[src/rtl/fetch_stage.sv]
// Instruction-fetch stage: PC register, IF output latch, branch/jump redirect with
// wrong-path flush, stall hold, and fetch suppression once the PC leaves the ROM.
module fetch_stage #(
    parameter logic [31:0] RESET_PC  = 32'h0000_0000,
    parameter int unsigned ROM_WORDS = 16
) (
    input  logic        clk,
    input  logic        rst,
    input  logic        stall,
    input  logic        branch_taken,
    input  logic [15:0] branch_offset,
    input  logic        jump,
    input  logic [25:0] jump_target,
    output logic [31:0] pc,
    input  logic [31:0] instruction,
    output logic [31:0] if_instr,
    output logic [31:0] if_pc_plus4,
    output logic        if_valid,
    output logic        halted,
    output logic [15:0] fetch_count
);

    // Bounds kept 33 bits wide so a ROM ending exactly at 2^32 does not wrap.
    localparam logic [32:0] ROM_LO = {1'b0, RESET_PC};
    localparam logic [32:0] ROM_HI = {1'b0, RESET_PC} + (33'(ROM_WORDS) * 33'd4);

    typedef enum logic [2:0] {
        ACT_JUMP   = 3'd0,
        ACT_BRANCH = 3'd1,
        ACT_STALL  = 3'd2,
        ACT_HALT   = 3'd3,
        ACT_FETCH  = 3'd4
    } action_e;

    logic [31:0] pc_r;
    logic [31:0] if_instr_r;
    logic [31:0] if_pc_plus4_r;
    logic        if_valid_r;
    logic [15:0] fetch_count_r;

    logic [31:0] pc_s;
    logic [31:0] if_instr_s;
    logic [31:0] if_pc_plus4_s;
    logic        if_valid_s;
    logic [15:0] fetch_count_s;

    logic [31:0] pc_plus4_s;
    logic [31:0] branch_target_s;
    logic [31:0] jump_target_s;
    logic        halted_s;
    action_e     action_s;

    // Target arithmetic and ROM range test.
    always_comb begin
        pc_plus4_s      = pc_r + 32'd4;
        branch_target_s = if_pc_plus4_r + {{14{branch_offset[15]}}, branch_offset, 2'b00};
        jump_target_s   = {if_pc_plus4_r[31:28], jump_target, 2'b00};
        halted_s        = ({1'b0, pc_r} < ROM_LO) || ({1'b0, pc_r} >= ROM_HI);
    end

    // Priority select: a redirect needs a real instruction in IF and beats stall and halt.
    always_comb begin
        action_s = ACT_FETCH;
        if (if_valid_r && jump) begin
            action_s = ACT_JUMP;
        end else if (if_valid_r && branch_taken) begin
            action_s = ACT_BRANCH;
        end else if (stall) begin
            action_s = ACT_STALL;
        end else if (halted_s) begin
            action_s = ACT_HALT;
        end else begin
            action_s = ACT_FETCH;
        end
    end

    // Next-state for PC and IF latch; every path starts from "hold".
    always_comb begin
        pc_s          = pc_r;
        if_instr_s    = if_instr_r;
        if_pc_plus4_s = if_pc_plus4_r;
        if_valid_s    = if_valid_r;
        fetch_count_s = fetch_count_r;
        case (action_s)
            ACT_JUMP: begin
                pc_s       = jump_target_s;
                if_instr_s = 32'h0000_0000;
                if_valid_s = 1'b0;
            end
            ACT_BRANCH: begin
                pc_s       = branch_target_s;
                if_instr_s = 32'h0000_0000;
                if_valid_s = 1'b0;
            end
            ACT_STALL: begin
                pc_s = pc_r;
            end
            ACT_HALT: begin
                if_instr_s = 32'h0000_0000;
                if_valid_s = 1'b0;
            end
            ACT_FETCH: begin
                pc_s          = pc_plus4_s;
                if_instr_s    = instruction;
                if_pc_plus4_s = pc_plus4_s;
                if_valid_s    = 1'b1;
                if (fetch_count_r != 16'hFFFF) begin
                    fetch_count_s = fetch_count_r + 16'd1;
                end else begin
                    fetch_count_s = fetch_count_r;
                end
            end
            default: begin
                pc_s       = pc_r;
                if_valid_s = 1'b0;
            end
        endcase
    end

    // State registers with synchronous reset.
    always_ff @(posedge clk) begin
        if (rst) begin
            pc_r          <= RESET_PC;
            if_instr_r    <= 32'h0000_0000;
            if_pc_plus4_r <= 32'h0000_0000;
            if_valid_r    <= 1'b0;
            fetch_count_r <= 16'h0000;
        end else begin
            pc_r          <= pc_s;
            if_instr_r    <= if_instr_s;
            if_pc_plus4_r <= if_pc_plus4_s;
            if_valid_r    <= if_valid_s;
            fetch_count_r <= fetch_count_s;
        end
    end

    assign pc          = pc_r;
    assign if_instr    = if_instr_r;
    assign if_pc_plus4 = if_pc_plus4_r;
    assign if_valid    = if_valid_r;
    assign halted      = halted_s;
    assign fetch_count = fetch_count_r;

endmodule

[config.mk]
export PLATFORM = sky130hd
export DESIGN_NAME = fetch_stage
export DESIGN_NICKNAME = d
export VERILOG_FILES = /design/src/rtl/fetch_stage.sv
export SDC_FILE = /design/constraint.sdc
export NUM_CORES = 1
export LEC_CHECK = 0
export BUFFER_PORTS_ARGS = -buffer_cell sky130_fd_sc_hd__buf_2
export CELL_PAD_IN_SITES_DETAIL_PLACEMENT = 1
export CELL_PAD_IN_SITES_GLOBAL_PLACEMENT = 1
export CORE_ASPECT_RATIO = 0.75
export CORE_UTILIZATION = 41
export CTS_BUF_LIST = sky130_fd_sc_hd__clkbuf_2 sky130_fd_sc_hd__clkbuf_4 sky130_fd_sc_hd__clkbuf_8
export DETAILED_ROUTE_END_ITERATION = 8
export HOLD_SLACK_MARGIN = 0.06
export PLACE_DENSITY = 0.95
export SLEW_MARGIN = 20
export SYNTH_ARGS = -nofsm -noshare
export SYNTH_HDL_FRONTEND = slang
export SYNTH_SLANG_ARGS = --single-unit
[constraint.sdc]
create_clock -name clk -period 8.8 [get_ports clk]
set_clock_uncertainty 0.15 [all_clocks]
set_input_delay 1.76 -clock clk [delete_from_list [all_inputs] [get_ports clk]]
set_output_delay 1.76 -clock clk [all_outputs]
set_load 0.01 [all_outputs]
# ---- After elaboration in Yosys (flattened, before gate mapping)
# Index checks and enable logic that the tools add are counted.
dict set report word_totals {
  reg_bits 113
  input_bits 79
  output_inout_bits 114
  word_cells 28
}
dict set report classes {
  add_sub_neg 3
  order_cmp 1
  eq_ne 5
  mux 7
  reduce_logical 7
}
# cell count
set op_table {}
lappend op_table {{one-hot mux 32 bit (3 select lines)} 1}
lappend op_table {{one-hot mux 32 bit (2 select lines)} 1}
lappend op_table {{adder 32 x 3 -> 32 bit (second input constant)} 1}
lappend op_table {{adder 32 bit} 1}
lappend op_table {{>= comparator 32 x 7 -> 1 bit (second input constant)} 1}
lappend op_table {{adder 16 x 1 -> 16 bit (second input constant)} 1}
lappend op_table {{!= test 16 bit (second input constant)} 1}
lappend op_table {{two-way mux 3 bit} 4}
lappend op_table {{equality test 3 x 2 -> 1 bit (second input constant)} 2}
lappend op_table {{equality test 3 x 1 -> 1 bit (second input constant)} 1}
lappend op_table {{equality test 3 bit (second input constant)} 1}
lappend op_table {{logical NOT 3 bit} 1}
lappend op_table {{nonzero test 3 bit} 1}
lappend op_table {{OR reduction 3 bit} 1}
lappend op_table {{logical AND 1 bit} 2}
lappend op_table {{one-hot mux 1 bit (2 select lines)} 1}
lappend op_table {{AND reduction 2 bit} 1}
lappend op_table {{nonzero test 2 bit} 1}

# ---- Longest topological paths before layout
# Gate-level depths: netlist of run 1.
dict set report depth {
  ltp_word 8
  mapped_depth 10
  mapped_depth_nobuf 10
}

# ---- Least setup slack after synthesis of run 1
# No wires, ideal clock.
dict set report synth_timing {
  path_type {input -> register}
  from {input branch_offset[0]}
  to {register pc_r[30] (netlist: pc[30])}
  setup_ps 86
  arrival_time_ps 4136
  required_time_ps 8564
  setup_slack_ps 4429
  stages 10
  path_buffers 0
  path_cell_list {ha_1 fa_1 a211oi_1 o21ai_1 a21oi_1 o31ai_2 a41o_1 a21oi_1 mux2_2 a211oi_1}
}
dict set report synth_between {
  elab_chain_len 2
}
# element line_no
set synth_lines {}
lappend synth_lines {{start: declaration} 11} ;# input logic [15:0] branch_offset,
lappend synth_lines {{adder 32 bit} 56} ;# branch_target_s = if_pc_plus4_r + {{14{branch_offset[15]}}, branch_offset, 2'b00};
lappend synth_lines {{one-hot mux 32 bit (3 select lines)} 84} ;# case (action_s)
lappend synth_lines {{end signal: assignment} 129} ;# pc_r <= pc_s;
lappend synth_lines {{end: declaration} 35} ;# logic [31:0] pc_r;
# No other way between the ends.
# A chain may end at the register's enable or synchronous reset.

# ---- Worst setup path after layout of run 1
# Ends and elaborated chain as after synthesis.

==> impl_metrics.yaml, run 1 <==
floorplan:
  dieArea_um2: 14100
  die_h_um: 103
  rows: 36
  coreArea_um2: 13200
  die_x_um: 137
  boundaryPins: 193
  initial_core_util_pct: 42.6
clocking:
  numClockSinks: 113
  post_cts_resized: 0
  clk_pin_slew_worst_paths_ps: 70
  postCtsSetupRepairBufs: 0
  cts_buffer_depth: 2
  clock_latency_ps: 440
  htreeDepth: 4
  numCtsBuffers: 17
  ctsHoldBuffers: 0
  cts_root_buf: "clkbuf_8"
  cts_tree: "done"
route:
  drc_errors: 0
  drt_pre_antenna_iters: 5
  detail-route-antenna-nets: 0
  routed_wl_um: 19500
  via_per_inst: 5.75
  routed-via-count: 5846
  dr.first_iter.drc_count: 345
  routedWlPerCell_um: 19.2
worst_hold_path:
  worstHoldPathType: "reg -> reg"
  hold_depth: 2
  hp-start: "pc[1]"
place:
  dp_hpwl_um: 13900
  io_buffers: 192
  preCtsSetupSlack_ps: 3810
  dpl-instance-area_um2: 6680
  dp_cells: 983
  gp_routability_congestion: 0.903
timing:
  fin_crit_ps: 4620
  setup_tns_ps: 0
  setup_ws_ps: 4180
  timing.slew.headroom_pct: 27.5
  fin_crit_sh_pct: 52.5
  fmax_ghz: 0.216
  rsz0062_at_grt: "false"
  worstMarginPinSlew_ps: 1090
  finalHoldViolCount: 0
  setup_viol: 0
  drv_slew: 0
setup_path:
  r2r-start: "if_pc_plus4[2]"
  required_ps: 9000
  crit_type: "in -> reg"
  cp_slowest_stage_delay_ps: 430
  cp-startpoint: "branch_offset[0]"
  cp_cell_sequence: "buf_2 -> ha_1 -> fa_1 -> a211oi_1 -> o21ai_1 -> a21oi_1 -> o31ai_2 -> a41o_1 -> a21oi_1 -> mux2_2 -> a211oi_1"
  reg2reg_depth: 10
  arrival_ps: 4820
  crit_slowest_cell: "fa_1"
  cp_max_fo: 4
  cp-start-kind: "input port"
  crit_path_end_kind: "register"
layout:
  nets: 943
  multiInputGateArea_um2: 3180
  nFillCells: 1666
  final_common_cell: "buf_2"
  final_layout_size_suffix_gt1_share_pct: 28.4
  syn2layout_area_growth_pct: 27.2
  mostFrequentLayoutCells: "buf_2 (192), dfxtp_1 (113), nor2_1 (92)"
  seq_area_um2: 2260
  stdcell_count: 1016
  postLayoutCoreUtil_pct: 54.2
  fin_area_um2: 7130
synthesis:
  synth_mux_area_share_pct: 0.201
  synth-compound-area-share_pct: 22.4
  synth_xor_area_share_pct: 6.09
  synth_fa_ha_area_share_pct: 7.50
  synthCells: 652
  synth-simple-area-share_pct: 20.4
  netlist_area_um2: 5610
  synth-async-reset-ratio_pct: 0
  yosys_warnings: 0
  synth-edff-count: 0
  syn-mean-instance-area_um2: 8.60
  syn-num-nets: 764
  synth.distinct_cells: 58
  ys_seq_area_share_pct: 40.4
  synth_seq_cells: 113
  synth_top_family_by_area: "compound AO/OA/AOI/OAI gates"
  ys.flop_type: "dfxtp_1"
outcome:
  status: "completed"
grt:
  track_usage_pct: 27.4
  grt.busiest_layer: "met2"
  grt_pass1_wl_um: 29600
  antenna_found_initial: 0
  grt_pass1_vias: 5513
  grt_max_degree: 94
  grt_use_met3_pct: 6.34
  grt_use_met2_pct: 44.6
  gr-usage-met1_pct: 35.6
  gr-total-overflow: 0
flow_run:
  maxCapViolations: 0
power_and_ir_drop:
  power.density_nw_per_um2: 236
  p_leak_uw: 0.00331
  vdd_drop_max_mv: 0.129
## where the power goes
group | internal [µW] | switching, µW | total, µW
clock | 324 | 233 | 557
combinational | 183 | 323 | 506
sequential | 571 | 51.4 | 623
## kinds of logic after synthesis
logic type      count (synthesis)
xor+xnor                       39
mux                             1
simple gates                  243
fa+ha+maj                      33
buf+inv                        43
compound gates                180
flops                         113
## worst max-delay path, delay by kind of cell
family,cells,cell delay (ps)
AOI/OAI and AO/OA,7,1930
adders and majority gates,2,660
muxes,1,360
buffers and inverters,1,100
## final timing paths
path                                  endpoint  slack (ps)
worst max-delay path                    pc[30]        4180
worst min-delay path            if_pc_plus4[1]         330
worst max register to register          pc[30]        5270
worst min register to register  if_pc_plus4[1]         330
## cells in the mapped netlist, types with 2 or more instances
cell,instances,area share (%)
a21o_1,10,1.3
o211ai_1,2,0.27
a32oi_1,6,0.94
buf_4,2,0.27
ha_1,32,7.1
o21bai_1,2,0.27
a311oi_1,4,0.62
nor3_1,18,1.6
dfxtp_1,113,40
and3_1,4,0.45
a22oi_1,36,4.8
xnor2_1,24,3.7
inv_1,5,0.33
clkbuf_1,35,2.3
or2_2,2,0.22
o31a_1,3,0.47
nand3_1,18,1.6
and4_1,2,0.31
a221o_1,2,0.36
nand2_1,52,3.5
nor2_1,93,6.2
a221oi_1,15,2.3
nand4_1,8,0.89
and2_1,28,3.1
nor4_1,10,1.1
o2bb2ai_1,2,0.31
a211oi_1,10,1.3
xor2_1,15,2.3
o31ai_1,2,0.27
o21a_1,5,0.67
a21oi_1,41,3.7
a2111oi_0,2,0.31
o21ai_0,19,1.7
a31oi_1,6,0.67
## registers in the layout, indices dropped and copies added (netlist names)
signal	count
if_instr	32
if_pc_plus4	32
pc	32
fetch_count	16
if_valid	1
## metal layers
metal	up-vias	routed length (µm)
met1	2826	8870
met5	-	0
met2	232	9070
met4	0	414
li1	2749	-
met3	39	1190
## area by class of cell
cell class                 count  area share [%]
clock buffer                  19            3.67
clock inverter                13            2.58
multi-input combinational    496            44.6
inverter                       5           0.263
antenna                        1          0.0351
timing repair buffer         198            14.1
sequential                   113            31.7
tap                          171            3.00
## through the flow
| step | total power [µW] | hold slack [ps] |
|---|---|---|
| after floorplan | 940 | 296 |
| after detailed placement | 1130 | 318 |
| after global routing | 1770 | 350 |
| after CTS | 1690 | 329 |
| after global placement | 1120 | 306 |
| final | 1690 | 327 |
(Power assumes the default switching activity.)
==> inputs of run 2 (changes only) <==
--- a/config.mk
+++ b/config.mk
@@ -9,11 +9,11 @@
 export CELL_PAD_IN_SITES_DETAIL_PLACEMENT = 1
 export CELL_PAD_IN_SITES_GLOBAL_PLACEMENT = 1
 export CORE_ASPECT_RATIO = 0.75
-export CORE_UTILIZATION = 41
+export CORE_UTILIZATION = 38
 export CTS_BUF_LIST = sky130_fd_sc_hd__clkbuf_2 sky130_fd_sc_hd__clkbuf_4 sky130_fd_sc_hd__clkbuf_8
 export DETAILED_ROUTE_END_ITERATION = 8
 export HOLD_SLACK_MARGIN = 0.06
-export PLACE_DENSITY = 0.95
+export PLACE_DENSITY = 0.89
 export SLEW_MARGIN = 20
 export SYNTH_ARGS = -nofsm -noshare
 export SYNTH_HDL_FRONTEND = slang
==> constraint.sdc (replaced) <==
create_clock -name clk -period 4.3 [get_ports clk]
set_clock_uncertainty 0.15 [all_clocks]
set_input_delay 0.86 -clock clk [delete_from_list [all_inputs] [get_ports clk]]
set_output_delay 0.86 -clock clk [all_outputs]
set_load 0.01 [all_outputs]
==> run 2 against run 1 <==
  * Routed wire length about the same
  * Total power rose by 100%
  * Clock power rose by 92%
  * Core utilization decreased by 4.6 points
  * First-iteration DRC count shrank 12%
  * Highest routed layer unchanged
==> impl_metrics.yaml, run 2 (synthesis results as in run 1) <==
layout:
  mostFrequentLayoutCells: "buf_2 (192), dfxtp_1 (113), nor2_1 (92)"
  nFillCells: 1826
  final_layout_size_suffix_gt1_share_pct: 28.6
  syn2layout_area_growth_pct: 27.8
  nets: 946
  final_common_cell: "buf_2"
  fin_area_um2: 7170
power_and_ir_drop:
  power_uw: 3410
  pwr-share-seq_pct: 37.6
  power.density_nw_per_um2: 475
  comb_power_share_pct: 30.9
  clkPwrFrac_pct: 31.5
  netSwitchingFraction_pct: 36.7
  intPower_uw: 2160
  power.switching_uw: 1250
  p_leak_uw: 0.00331
  vdd_drop_max_mv: 0.240
clocking:
  cts_buffer_depth: 2
  cts_root_buf: "clkbuf_8"
  clk_pin_slew_worst_paths_ps: 70
  numClockSinks: 113
  ctsHoldBuffers: 0
  clock_latency_ps: 450
  cts_tree: "done"
  post_cts_resized: 0
  htreeDepth: 4
  numCtsBuffers: 17
  postCtsSetupRepairBufs: 0
timing:
  timing.slew.headroom_pct: 30.1
  finalHoldViolCount: 0
  fmax_ghz: 0.273
  drv_slew: 0
  fin_crit_sh_pct: 85.2
  setup_tns_ps: 0
  rsz0062_at_grt: "false"
  fin_crit_ps: 3660
  worstMarginPinSlew_ps: 1040
  setup_viol: 0
grt:
  track_usage_pct: 26.4
  antenna_found_initial: 1
  grt_pass1_vias: 5909
  grt_max_degree: 48
  grt_pass1_wl_um: 30900
  gr-total-overflow: 0
place:
  io_buffers: 192
  dpl-instance-area_um2: 6740
  gp_routability_congestion: 0.905
  dp_hpwl_um: 13900
setup_path:
  r2r-start: "if_pc_plus4[2]"
  cp-startpoint: "branch_offset[0]"
  crit_path_end_kind: "register"
  cp-start-kind: "input port"
  cp_max_fo: 4
  arrival_ps: 3880
  required_ps: 4520
  crit_type: "in -> reg"
route:
  via_per_inst: 5.55
  routed-via-count: 5813
  drc_errors: 0
  drt_pre_antenna_iters: 4
  routed_wl_um: 19500
  dr.first_iter.drc_count: 302
  detail-route-antenna-nets: 0
  routedWlPerCell_um: 18.6
worst_hold_path:
  worstHoldPathType: "reg -> reg"
  hp-start: "pc[1]"
floorplan:
  coreArea_um2: 14500
  rows: 38
  boundaryPins: 193
  die_x_um: 142
  die_h_um: 107
  dieArea_um2: 15200
  initial_core_util_pct: 38.8
flow_run:
  maxCapViolations: 0
outcome:
  status: "completed"
run 2: changes by cell type in the layout (fill, tap and decap cells not counted), sizes merged:
| cell | change |
|---|---|
| buf | +3 |
| bufinv | -1 |
| clkinv | +1 |
| clkinvlp | +1 |
| inv | -1 |
run 2: worst max-delay path, cell delays in order:
cell      delay, ps
buf_2           100
ha_1            220
fa_1            430
a211oi_1        390
o21ai_1         190
a21oi_1         430
o31ai_2         190
a41o_1          330
a21oi_1         160
mux2_2          350
a211oi_1        220
run 2: cell type report:
type	count	area (µm²)	area share [%]
antenna	1	2.50	0.0349
clock buffer	19	262	3.65
clock inverter	13	161	2.25
inverter	5	18.8	0.262
multi-input combinational	496	3180	44.4
sequential	113	2260	31.6
tap	200	250	3.49
timing repair buffer	201	1030	14.4
run 2: worst paths after layout:
kind | endpoint | slack, ps | depth (start not counted)
min reg2reg | if_pc_plus4[1] | 330 | 2
min | if_pc_plus4[1] | 330 | 2
max | pc[30] | 640 | 11
max reg2reg | pc[30] | 830 | 10
run 2: power by group through the flow:
stage	clock [µW]	sequential [µW]	combinational, µW
after floorplan	0	1320	604
after global placement	0	1290	1000
after detailed placement	0	1300	1040
after CTS	1090	1280	1050
after global routing	1150	1290	1150
final	1070	1280	1050
run 2: routing by layer:
| metal | global-route usage [%] | vias to the layer above | part of all wire, % |
|---|---|---|---|
| met5 | 0 | - | 0 |
| met4 | 11.8 | 0 | 2.3 |
| met3 | 5.81 | 36 | 6.4 |
| met2 | 41.2 | 202 | 46 |
| met1 | 34.7 | 2826 | 45 |
| li1 | - | 2749 | - |
run 2: through the flow:
stage	worst slack (ps)	cells	utilization (%)	hold WS [ps]
2_1_floorplan	829	652	-	296
3_3_place_gp	377	1015	46.6	309
5_1_grt	564	1048	49.6	357
4_1_cts	695	1047	49.6	330
6_report	638	1048	49.6	327
3_5_place_dp	280	1015	46.6	318
==> inputs of run 3 (changes only) <==
==> constraint.sdc (replaced) <==
create_clock -name clk -period 4.15 [get_ports clk]
set_clock_uncertainty 0.15 [all_clocks]
set_input_delay 0.83 -clock clk [delete_from_list [all_inputs] [get_ports clk]]
set_output_delay 0.83 -clock clk [all_outputs]
set_load 0.01 [all_outputs]
==> run 3 against run 2 <==
  * Global-route usage is 1.2 points lower
  * Critical path depth unchanged
  * First-iteration DRC count up 5.0%
  * Core utilization shrank 0.59 points
  * Sequential power is 3% higher
  * Total power down 2.5%
  * Register-to-register slack worse by 70 ps
  * Critical path type unchanged
  * Sequential cell count unchanged
  * Combinational power increased by 4%
  * Hold slack got worse by 3.9 ps
==> impl_metrics.yaml, run 3 (synthesis results as in run 1) <==
power_and_ir_drop:
  comb_power_share_pct: 32.8
  power_uw: 3320
  clkPwrFrac_pct: 27.4
  intPower_uw: 2060
  netSwitchingFraction_pct: 37.9
  power.switching_uw: 1260
  p_leak_uw: 0.00328
  power.density_nw_per_um2: 469
  vdd_drop_max_mv: 0.226
  pwr-share-seq_pct: 39.9
route:
  dr.first_iter.drc_count: 317
  highest_layer: "met4"
  routedLengthMet1_um: 8840
  dr_wl_met2_um: 8440
  routed_wl_um: 18800
  wl_met3_um: 1230
  drc_errors: 0
  via_per_inst: 5.52
  drt_pre_antenna_iters: 5
  routedWlPerCell_um: 18.0
  routed-via-count: 5771
  detail-route-antenna-nets: 0
clocking:
  postCtsSetupRepairBufs: 0
  clk_pin_slew_worst_paths_ps: 70
  cts_buffer_depth: 2
  clock_latency_ps: 440
  numClockSinks: 113
  cts_root_buf: "clkbuf_8"
  post_cts_resized: 0
  htreeDepth: 4
  cts_tree: "done"
  ctsHoldBuffers: 0
  numCtsBuffers: 17
grt:
  track_usage_pct: 25.2
  grt_pass1_vias: 5796
  grt_max_degree: 48
  grt_pass1_wl_um: 30000
  antenna_found_initial: 0
  gr-total-overflow: 0
floorplan:
  dieArea_um2: 15200
  coreArea_um2: 14500
  initial_core_util_pct: 38.8
  die_x_um: 142
  boundaryPins: 193
  die_h_um: 107
  rows: 38
layout:
  multiInputGateArea_um2: 3180
  final_common_cell: "buf_2"
  mostFrequentLayoutCells: "buf_2 (192), dfxtp_1 (113), nor2_1 (92)"
  seq_area_um2: 2260
  stdcell_count: 1046
  syn2layout_area_growth_pct: 26.3
  nets: 946
  diodes: 0
  nFillCells: 1811
  final_layout_size_suffix_gt1_share_pct: 28.5
timing:
  fin_crit_ps: 3550
  setup_viol: 0
  drv_slew: 0
  hold_ws_ps: 323
  rsz0062_at_grt: "false"
  worstMarginPinSlew_ps: 980
  fmax_ghz: 0.281
  timing.slew.headroom_pct: 34.6
  setup_tns_ps: 0
  finalHoldViolCount: 0
  fin_crit_sh_pct: 85.6
setup_path:
  crit_type: "in -> reg"
  arrival_ps: 3750
  cp-start-kind: "input port"
  reg2reg_depth: 10
  crit_path_end_kind: "register"
  cp_max_fo: 4
  required_ps: 4350
place:
  dp_hpwl_um: 13700
  dp_cells: 1015
  io_buffers: 192
  gp_routability_congestion: 0.901
worst_hold_path:
  hold_depth: 2
  worstHoldPathType: "reg -> reg"
flow_run:
  maxCapViolations: 0
outcome:
  status: "completed"
## run 3: cell type report
class,count,area share (%)
multi-input combinational,496,44.9
sequential,113,31.9
timing repair buffer,201,14.5
clock buffer,20,3.89
tap,200,3.53
clock inverter,11,0.919
inverter,5,0.265
## run 3: final timing paths
path,slack [ps],endpoint,startpoint
max reg2reg,760,pc[30],if_pc_plus4[2]
min reg2reg,320,if_pc_plus4[1],if_pc_plus4[1]
min,320,if_pc_plus4[1],if_pc_plus4[1]
max,600,pc[30],branch_offset[0]
## run 3: power groups by stage
stage	Sequential, µW	Combinational [µW]	Clock (µW)
after CTS	1320	1080	932
after global placement	1340	1050	0
after floorplan	1370	626	0
after global routing	1340	1200	996
after detailed placement	1340	1070	0
final	1320	1090	909
## run 3: worst max-delay path: stages
cell and delay (ps):
buf_2 100, ha_1 220, fa_1 440, a211oi_1 360, o21ai_1 180, a21oi_1 390
o31ai_2 180, a41o_1 320, a21oi_1 160, mux2_2 350, a211oi_1 220
## run 3: metal layers
metal	up-vias	global-route usage, %
met5	-	0
met4	0	8.14
met3	31	5.72
met2	199	39.7
met1	2791	33.9
li1	2750	-
## run 3: per-stage QoR
stage                     setup slack, ps  cell area [µm²]  utilization, %
after floorplan                       709             5610               -
after global placement                255             6740            46.6
after detailed placement              215             6740            46.6
after CTS                             647             7080            49.0
after global routing                  453             7080            49.0
final                                 597             7080            49.0
